File: src/rtl/axis_hs_monitor.sv
// Passive per-lane valid/ready monitor: saturating transfer/stall/starve counters plus windowed throughput.
// Define AXIS_HS_PROTO_CHK_EN to build the valid-withdrawn-before-accept check.
module axis_hs_lane #(
  parameter int CNT_W    = 32,
  parameter int WIN_LOG2 = 12
) (
  input  logic                i_clk,
  input  logic                i_rst_n,
  input  logic                i_clr,
  input  logic                i_valid,
  input  logic                i_ready,
  input  logic                i_chk,
  input  logic                i_acc_en,
  input  logic                i_win_end,
  output logic [CNT_W-1:0]    o_xfer_cnt,
  output logic [CNT_W-1:0]    o_stall_cnt,
  output logic [CNT_W-1:0]    o_starve_cnt,
  output logic [WIN_LOG2:0]   o_win_xfer,
  output logic                o_proto_err
);
  localparam int AW = WIN_LOG2 + 1;

  logic             w_xfer, w_stall, w_starve;
  logic [CNT_W-1:0] r_xfer, r_stall, r_starve;
  logic [AW-1:0]    r_acc, r_win;

  assign w_xfer   =  i_valid &  i_ready;
  assign w_stall  =  i_valid & ~i_ready;
  assign w_starve = ~i_valid &  i_ready;

  always_ff @(posedge i_clk) begin
    if (!i_rst_n || i_clr) begin
      r_xfer   <= '0;
      r_stall  <= '0;
      r_starve <= '0;
      r_acc    <= '0;
      r_win    <= '0;
    end else begin
      if (w_xfer   && r_xfer   != '1) r_xfer   <= r_xfer   + CNT_W'(1);
      if (w_stall  && r_stall  != '1) r_stall  <= r_stall  + CNT_W'(1);
      if (w_starve && r_starve != '1) r_starve <= r_starve + CNT_W'(1);
      // accumulator is held at zero whenever the window is not running
      if (!i_acc_en) begin
        r_acc <= '0;
      end else if (i_win_end) begin
        r_win <= r_acc + AW'(w_xfer);
        r_acc <= '0;
      end else begin
        r_acc <= r_acc + AW'(w_xfer);
      end
    end
  end

  assign o_xfer_cnt   = r_xfer;
  assign o_stall_cnt  = r_stall;
  assign o_starve_cnt = r_starve;
  assign o_win_xfer   = r_win;

`ifdef AXIS_HS_PROTO_CHK_EN
  logic r_prev_stall, r_err;
  always_ff @(posedge i_clk) begin
    if (!i_rst_n) begin
      r_prev_stall <= 1'b0;
      r_err        <= 1'b0;
    end else begin
      r_prev_stall <= w_stall;
      if (i_clr)                                  r_err <= 1'b0;
      else if (r_prev_stall && !i_valid && i_chk) r_err <= 1'b1;
    end
  end
  assign o_proto_err = r_err;
`else
  logic w_unused_chk;
  assign w_unused_chk = i_chk;
  assign o_proto_err  = 1'b0;
`endif
endmodule

module axis_hs_monitor #(
  parameter int NUM_INTFC = 4,
  parameter int CNT_W     = 32,
  parameter int WIN_LOG2  = 12,
  parameter int TCQ       = 1
) (
  input  logic                              user_clk,
  input  logic                              user_reset_n,
  input  logic                              run,
  input  logic                              clr,
  input  logic [NUM_INTFC-1:0]              chk_mask,
  input  logic [NUM_INTFC-1:0]              valid,
  input  logic [NUM_INTFC-1:0]              ready,
  output logic [NUM_INTFC*CNT_W-1:0]        xfer_cnt,
  output logic [NUM_INTFC*CNT_W-1:0]        stall_cnt,
  output logic [NUM_INTFC*CNT_W-1:0]        starve_cnt,
  output logic [NUM_INTFC*(WIN_LOG2+1)-1:0] win_xfer,
  output logic                              win_done,
  output logic [NUM_INTFC-1:0]              proto_err
);
  // registered outputs carry no modelled delay in synthesizable form
  localparam int W_UNUSED_TCQ = TCQ;

  typedef enum logic {IDLE = 1'b0, RUN = 1'b1} state_t;

  state_t              r_state;
  logic [WIN_LOG2-1:0] r_wc;
  logic                r_win_done;
  logic                w_acc_en, w_win_end;

  assign w_acc_en  = (r_state == RUN) && run;
  assign w_win_end = w_acc_en && !clr && (r_wc == '1);

  // run dropping wins over a coincident window end: the partial window is discarded
  always_ff @(posedge user_clk) begin
    if (!user_reset_n) begin
      r_state    <= IDLE;
      r_wc       <= '0;
      r_win_done <= 1'b0;
    end else begin
      r_win_done <= 1'b0;
      case (r_state)
        IDLE: begin
          r_wc <= '0;
          if (run) r_state <= RUN;
        end
        RUN: begin
          if (!run) begin
            r_state <= IDLE;
            r_wc    <= '0;
          end else if (clr) begin
            r_wc <= '0;
          end else begin
            r_wc       <= r_wc + WIN_LOG2'(1);
            r_win_done <= w_win_end;
          end
        end
        default: r_state <= IDLE;
      endcase
    end
  end

  assign win_done = r_win_done;

  for (genvar i = 0; i < NUM_INTFC; i++) begin : g_lane
    axis_hs_lane #(.CNT_W(CNT_W), .WIN_LOG2(WIN_LOG2)) u_lane (
      .i_clk        (user_clk),
      .i_rst_n      (user_reset_n),
      .i_clr        (clr),
      .i_valid      (valid[i]),
      .i_ready      (ready[i]),
      .i_chk        (chk_mask[i]),
      .i_acc_en     (w_acc_en),
      .i_win_end    (w_win_end),
      .o_xfer_cnt   (xfer_cnt[i*CNT_W +: CNT_W]),
      .o_stall_cnt  (stall_cnt[i*CNT_W +: CNT_W]),
      .o_starve_cnt (starve_cnt[i*CNT_W +: CNT_W]),
      .o_win_xfer   (win_xfer[i*(WIN_LOG2+1) +: (WIN_LOG2+1)]),
      .o_proto_err  (proto_err[i])
    );
  end
endmodule

File: config.mk
export PLATFORM = sky130hd
export DESIGN_NAME = axis_hs_monitor
export DESIGN_NICKNAME = d
export VERILOG_FILES = /design/src/rtl/axis_hs_monitor.sv
export SDC_FILE = /design/constraint.sdc
export NUM_CORES = 1
export LEC_CHECK = 0
export BUFFER_PORTS_ARGS = -buffer_cell sky130_fd_sc_hd__buf_2
export CAP_MARGIN = 25
export CORE_MARGIN = 2
export CORE_UTILIZATION = 50
export DETAILED_ROUTE_END_ITERATION = 16
export PLACE_DENSITY = 0.73
export SYNTH_ARGS = -nofsm -noshare
export SYNTH_HDL_FRONTEND = slang
export SYNTH_SLANG_ARGS = --single-unit
File: constraint.sdc
create_clock -name user_clk -period 2.99 [get_ports user_clk]
set_input_delay 0.598 -clock user_clk [delete_from_list [all_inputs] [get_ports user_clk]]
set_output_delay 0.598 -clock user_clk [all_outputs]
set_load 0.01 [all_outputs]
# --- Word-level counts from Yosys, hierarchy flattened ---
# Cells that the tools add are included.
classes:
  n_reduce_logical: 21
  bitwise: 24
  n_addsub: 17
  eq_ne: 13
  n_mux: 4
ops:
  columns: ["op", "n"]
  rows:
  - ["adder 32 x 1 -> 32 bit (second input constant)", 12]
  - ["inequality test 32 bit (second input constant)", 12]
  - ["adder 13 x 1 -> 13 bit", 4]
  - ["2-to-1 mux 12 bit", 2]
  - ["one-hot mux 12 bit (2 select lines)", 1]
  - ["logical AND 1 bit", 15]
  - ["adder 12 x 1 -> 12 bit (second input constant)", 1]
  - ["AND 1 bit", 12]
  - ["== test 12 bit (second input constant)", 1]
  - ["inverter 1 bit", 12]
  - ["OR reduction 4 bit", 1]
  - ["OR reduction 3 bit", 1]
  - ["logical NOT 1 bit", 2]
  - ["AND reduction 2 bit", 1]
  - ["logical OR 1 bit", 1]
  - ["2-to-1 mux 1 bit", 1]
word_totals:
  regBits: 502
  in_bits: 16
  output_inout_bits: 441

# --- Longest topological paths before layout ---
depth:
  ltp_word: 4
  mapped_depth: 9

# --- Modules after synthesis ---
# From an unflattened synthesis, not the netlist that was laid out.
unflattened:
  cells_unflattened: 2604
  area_unflattened_um2: 22716.8
modules_own_cells:
  columns: ["module", "instances", "seq_area_each_um2", "area_per_inst_um2", "cells_each"]
  rows:
  - ["axis_hs_lane", 4, 2442.3, 5530.3, 635]
  - ["axis_hs_monitor", 1, 280.3, 595.6, 64]

# --- Worst setup path before layout ---
# No wires, ideal clock.
synth_timing:
  path_type: "input port to flip-flop"
  from: "input valid[2]"
  to: "register g_lane[2].u_lane.r_starve[31]"
  n_path_buf: 1
  arrival_time_ns: 2.193
  cell_stages: 6
  setup_ns: 0.070
  t_required_ns: 2.920
  setup_slack_ns: 0.727
  path_cell_list: "nand2b_1 > buf_6 > or4_4 > a31o_1 > or4_1 > a21oi_1"
synth_via:
  elab_chain_cells: 3
synth_lines:
  columns: ["element", "line", "text"]
  rows:
  - ["from (decl)", "90", "input logic [NUM_INTFC-1:0] valid,"]
  - ["inverter 1 bit", "29", "assign w_starve = ~i_valid & i_ready;"]
  - ["AND 1 bit", "29", null]
  - ["logical AND 1 bit", "41", "if (w_starve && r_starve != '1) r_starve <= r_starve + CNT_W'(1);"]
  - ["to (signal assigned)", "41", null]
  - ["to (decl)", "24", "logic [CNT_W-1:0] r_xfer, r_stall, r_starve;"]
# No other way between the ends.
# A chain may end at the register's enable or synchronous reset.

# --- Final worst setup path ---
layout_timing:
  from: "register g_lane[0].u_lane.r_xfer[18]"
  to: "register g_lane[0].u_lane.r_xfer[23]"
layout_via:
  elab_chain_cells: 2
  elab_cells_between_ends: 3
layout_lines:
  columns: ["element", "line", "text"]
  rows:
  - ["from (decl)", "24", null]
  - ["from (signal assigned)", "39", "if (w_xfer && r_xfer != '1) r_xfer <= r_xfer + CNT_W'(1);"]
  - ["branches (longest 2 deep; another with adder 32 x 1 -> 32 bit)", null, null]
# Several ways; the timed one is not identified.

==> results.tsv <==
stage	metric	value	unit
clock_network	cts_setup_buffers	0	
timing	final_max_slew_viol_count	0	
routing	ant_nets	0	
synth	synthArstFlopShare	0	
synth	avgSynthCellArea	8.38	um2
worst_setup_path	critPathKind	flip-flop to flip-flop	
finish	fin_nets	3302	
routing	routed-via-count	23836	
synth	syn_area	24000	um2
timing	fin_crit_sh	0.838	
timing	relSlewSlack	0.290	
clock_network	htree_levels	2	
worst_setup_path	ff2ff_setup_slack	480	ps
routing	drt-total-wl	69100	um
synth	ys_warn_count	0	
global_routing	grt_max_degree	166	
global_routing	track_usage	0.265	
clock_network	cts-resized-gates	0	
worst_setup_path	crit_fanout	12	
worst_setup_path	worstPathArrival	3030	ps
clock_network	cts.path.max_buffers	3	
placed_design	placed_area	26800	um2
placed_design	hpwl	49000	um
routing	vias_per_cell	6.07	
pwr	ir_worst_vdd	461	uV
pwr	power_density	499	nW/um2
timing	rsz0062_at_grt	no	
timing	max_slew.worst_pin.slew	1060	ps
global_routing	grt_remaining_overflow	0	
finish	drive_gt1_frac	0.192	
timing	max_freq	399	MHz
clock_network	cts_root_buf	clkbuf_16	
finish	areaGrowthSynthToFinish	20.1	%
synth	seq_area_frac_synth	0.419	
die	start_util	0.504	
die	num_rows	80	
die	fp.dieW	223	um
synth	synthCells	2862	
finish	design_area	28800	um2
die	die_h	223	um
synth	synth-seq-cells	502	
worst_setup_path	worstSetupEndpointType	flip-flop	
global_routing	grt_pass1_vias	21786	
routing	wire_per_inst	17.6	um
clock_network	cts.sinks	502	
die	core-area	47500	um2
global_routing	antenna_found_initial	0	
clock_network	clkTransAtPathRegs	60	ps
clock_network	clk_latency	600	ps
timing	setup-violations-final	0	
timing	final.setup.tns	0	ps
synth	synth_edf_count	0	
outcome	status	completed	
die	die_area	49700	um2
worst_setup_path	required	3510	ps
routing	dr.pass1.iters	7	
synth	ys.flop_type	dfxtp_1	
clock_network	cts_tree	built	
placed_design	gp_congestion	0.901	
placed_design	portBuffers	448	
pwr	leakagePower	0.0103	uW
routing	route.detailed.drc	0	
synth	ys_types	74	
clock_network	cts_buffers	54	
die	ioPinCount	457	
timing	hold_viol	0	
min_path	min-delay-path-class	primary input to flip-flop	
global_routing	grt_pass1_wl	111000	um
finish	num_antenna_cells	0	
routing	drt-initial-drc-count	1649	
timing	period_minus_slack	2510	ps
timing	fin_skew	24.6	ps
worst_setup_path	worst_setup_path_start_kind	flip-flop	
run	maxCapViolCount	0	
clock_network	cts_hold_buf	0	
-- report_power, final --
part           switching, uW  total [uW]  internal (uW)
sequential              11.2        6710           6700
combinational            219         295           75.3
clock                   2810        7360           4550
-- cell type report --
cell class	count	area (um2)
timing repair buffer	498	2690
clock inverter	24	357
sequential	502	10000
fill	4144	18700
tap	615	769
clock buffer	78	1630
multi-input combinational	2164	13100
inverter	45	169
-- stage by stage --
stage	instances	hold slack (ps)	util	setup WS (ps)	total power [uW]
after floorplan	2865	418	-	727	7040
after detailed placement	3824	450	0.564	413	7150
final	3926	264	0.606	484	14400
after global routing	3926	266	0.606	238	14800
after CTS	3926	220	0.606	512	14500
after global placement	3823	429	0.564	439	7140
-- logic make-up after synthesis --
group,Yosys count,synth area share
XOR/XNOR,123,0.0449
flip-flops,502,0.419
other,1,0.000156
adder cells (fa/ha/maj),21,0.0110
buffers and inverters,199,0.0345
multiplexers,52,0.0217
AND/OR/NAND/NOR,1320,0.304
AO/OA/AOI/OAI,644,0.165
-- worst max-delay path, cell delays in order (launching register included) --
cell	delay (ps)
dfxtp_1	390
and3_1	260
nand4_1	270
o31ai_1	960
buf_4	320
o21ai_0	120
a21oi_1	130
-- synthesized netlist by cell type, types with 68 or more instances --
library cell,count,area (um2)
o31ai_1,90,676
or3_1,137,857
a21oi_1,245,1230
nor2_1,228,856
nand4_1,137,857
nand3_1,145,726
o21ai_0,152,761
clkbuf_1,104,390
dfxtp_1,502,10000
or4_1,105,788
xnor2_1,68,596
nand2_1,243,912
-- state kept, by name, summed over array words and instances (netlist names) --
| signal | count |
|---|---|
| r_wc | 12 |
| g_lane.u_lane.o_starve_cnt | 128 |
| r_state | 1 |
| g_lane.u_lane.r_acc | 52 |
| g_lane.u_lane.o_win_xfer | 52 |
| g_lane.u_lane.o_stall_cnt | 128 |
| g_lane.u_lane.o_xfer_cnt | 128 |
| win_done | 1 |
-- layout by cell type (no fill, tap or decap), drive strengths merged, types with 13 or more instances in the layout --
master / n
dfxtp: 502
buf: 498
a21oi: 245
nand2: 243
nor2: 228
o21ai: 153
nand3: 145
nand4: 142
or3: 137
or4: 107
o31ai: 91
clkbuf: 78
xnor2: 68
nor4: 63
xor2: 55
mux2i: 52
nand2b: 50
inv: 44
and3: 43
a211oi: 43
nor3: 43
and4: 38
and2: 24
o211ai: 22
ha: 21
a31oi: 20
or2: 14
clkinv: 13
-- final timing paths --
check / start / to / depth (start not counted)
setup / recovery: g_lane[0].u_lane.o_xfer_cnt[18] / g_lane[0].u_lane.o_xfer_cnt[23] / 6
hold / removal: run / r_state / 2
setup reg to reg: g_lane[0].u_lane.o_xfer_cnt[18] / g_lane[0].u_lane.o_xfer_cnt[23] / 6
hold reg to reg: r_wc[0] / r_wc[0] / 1
-- layer usage --
metal	share of wire	vias to the layer above	global-route usage
met5	0	-	0
met4	0.041	0	0.115
met3	0.072	161	0.0606
met2	0.46	780	0.437
met1	0.42	11387	0.331
li1	-	11508	-
No activity file was read; power rests on OpenSTA's default activity.
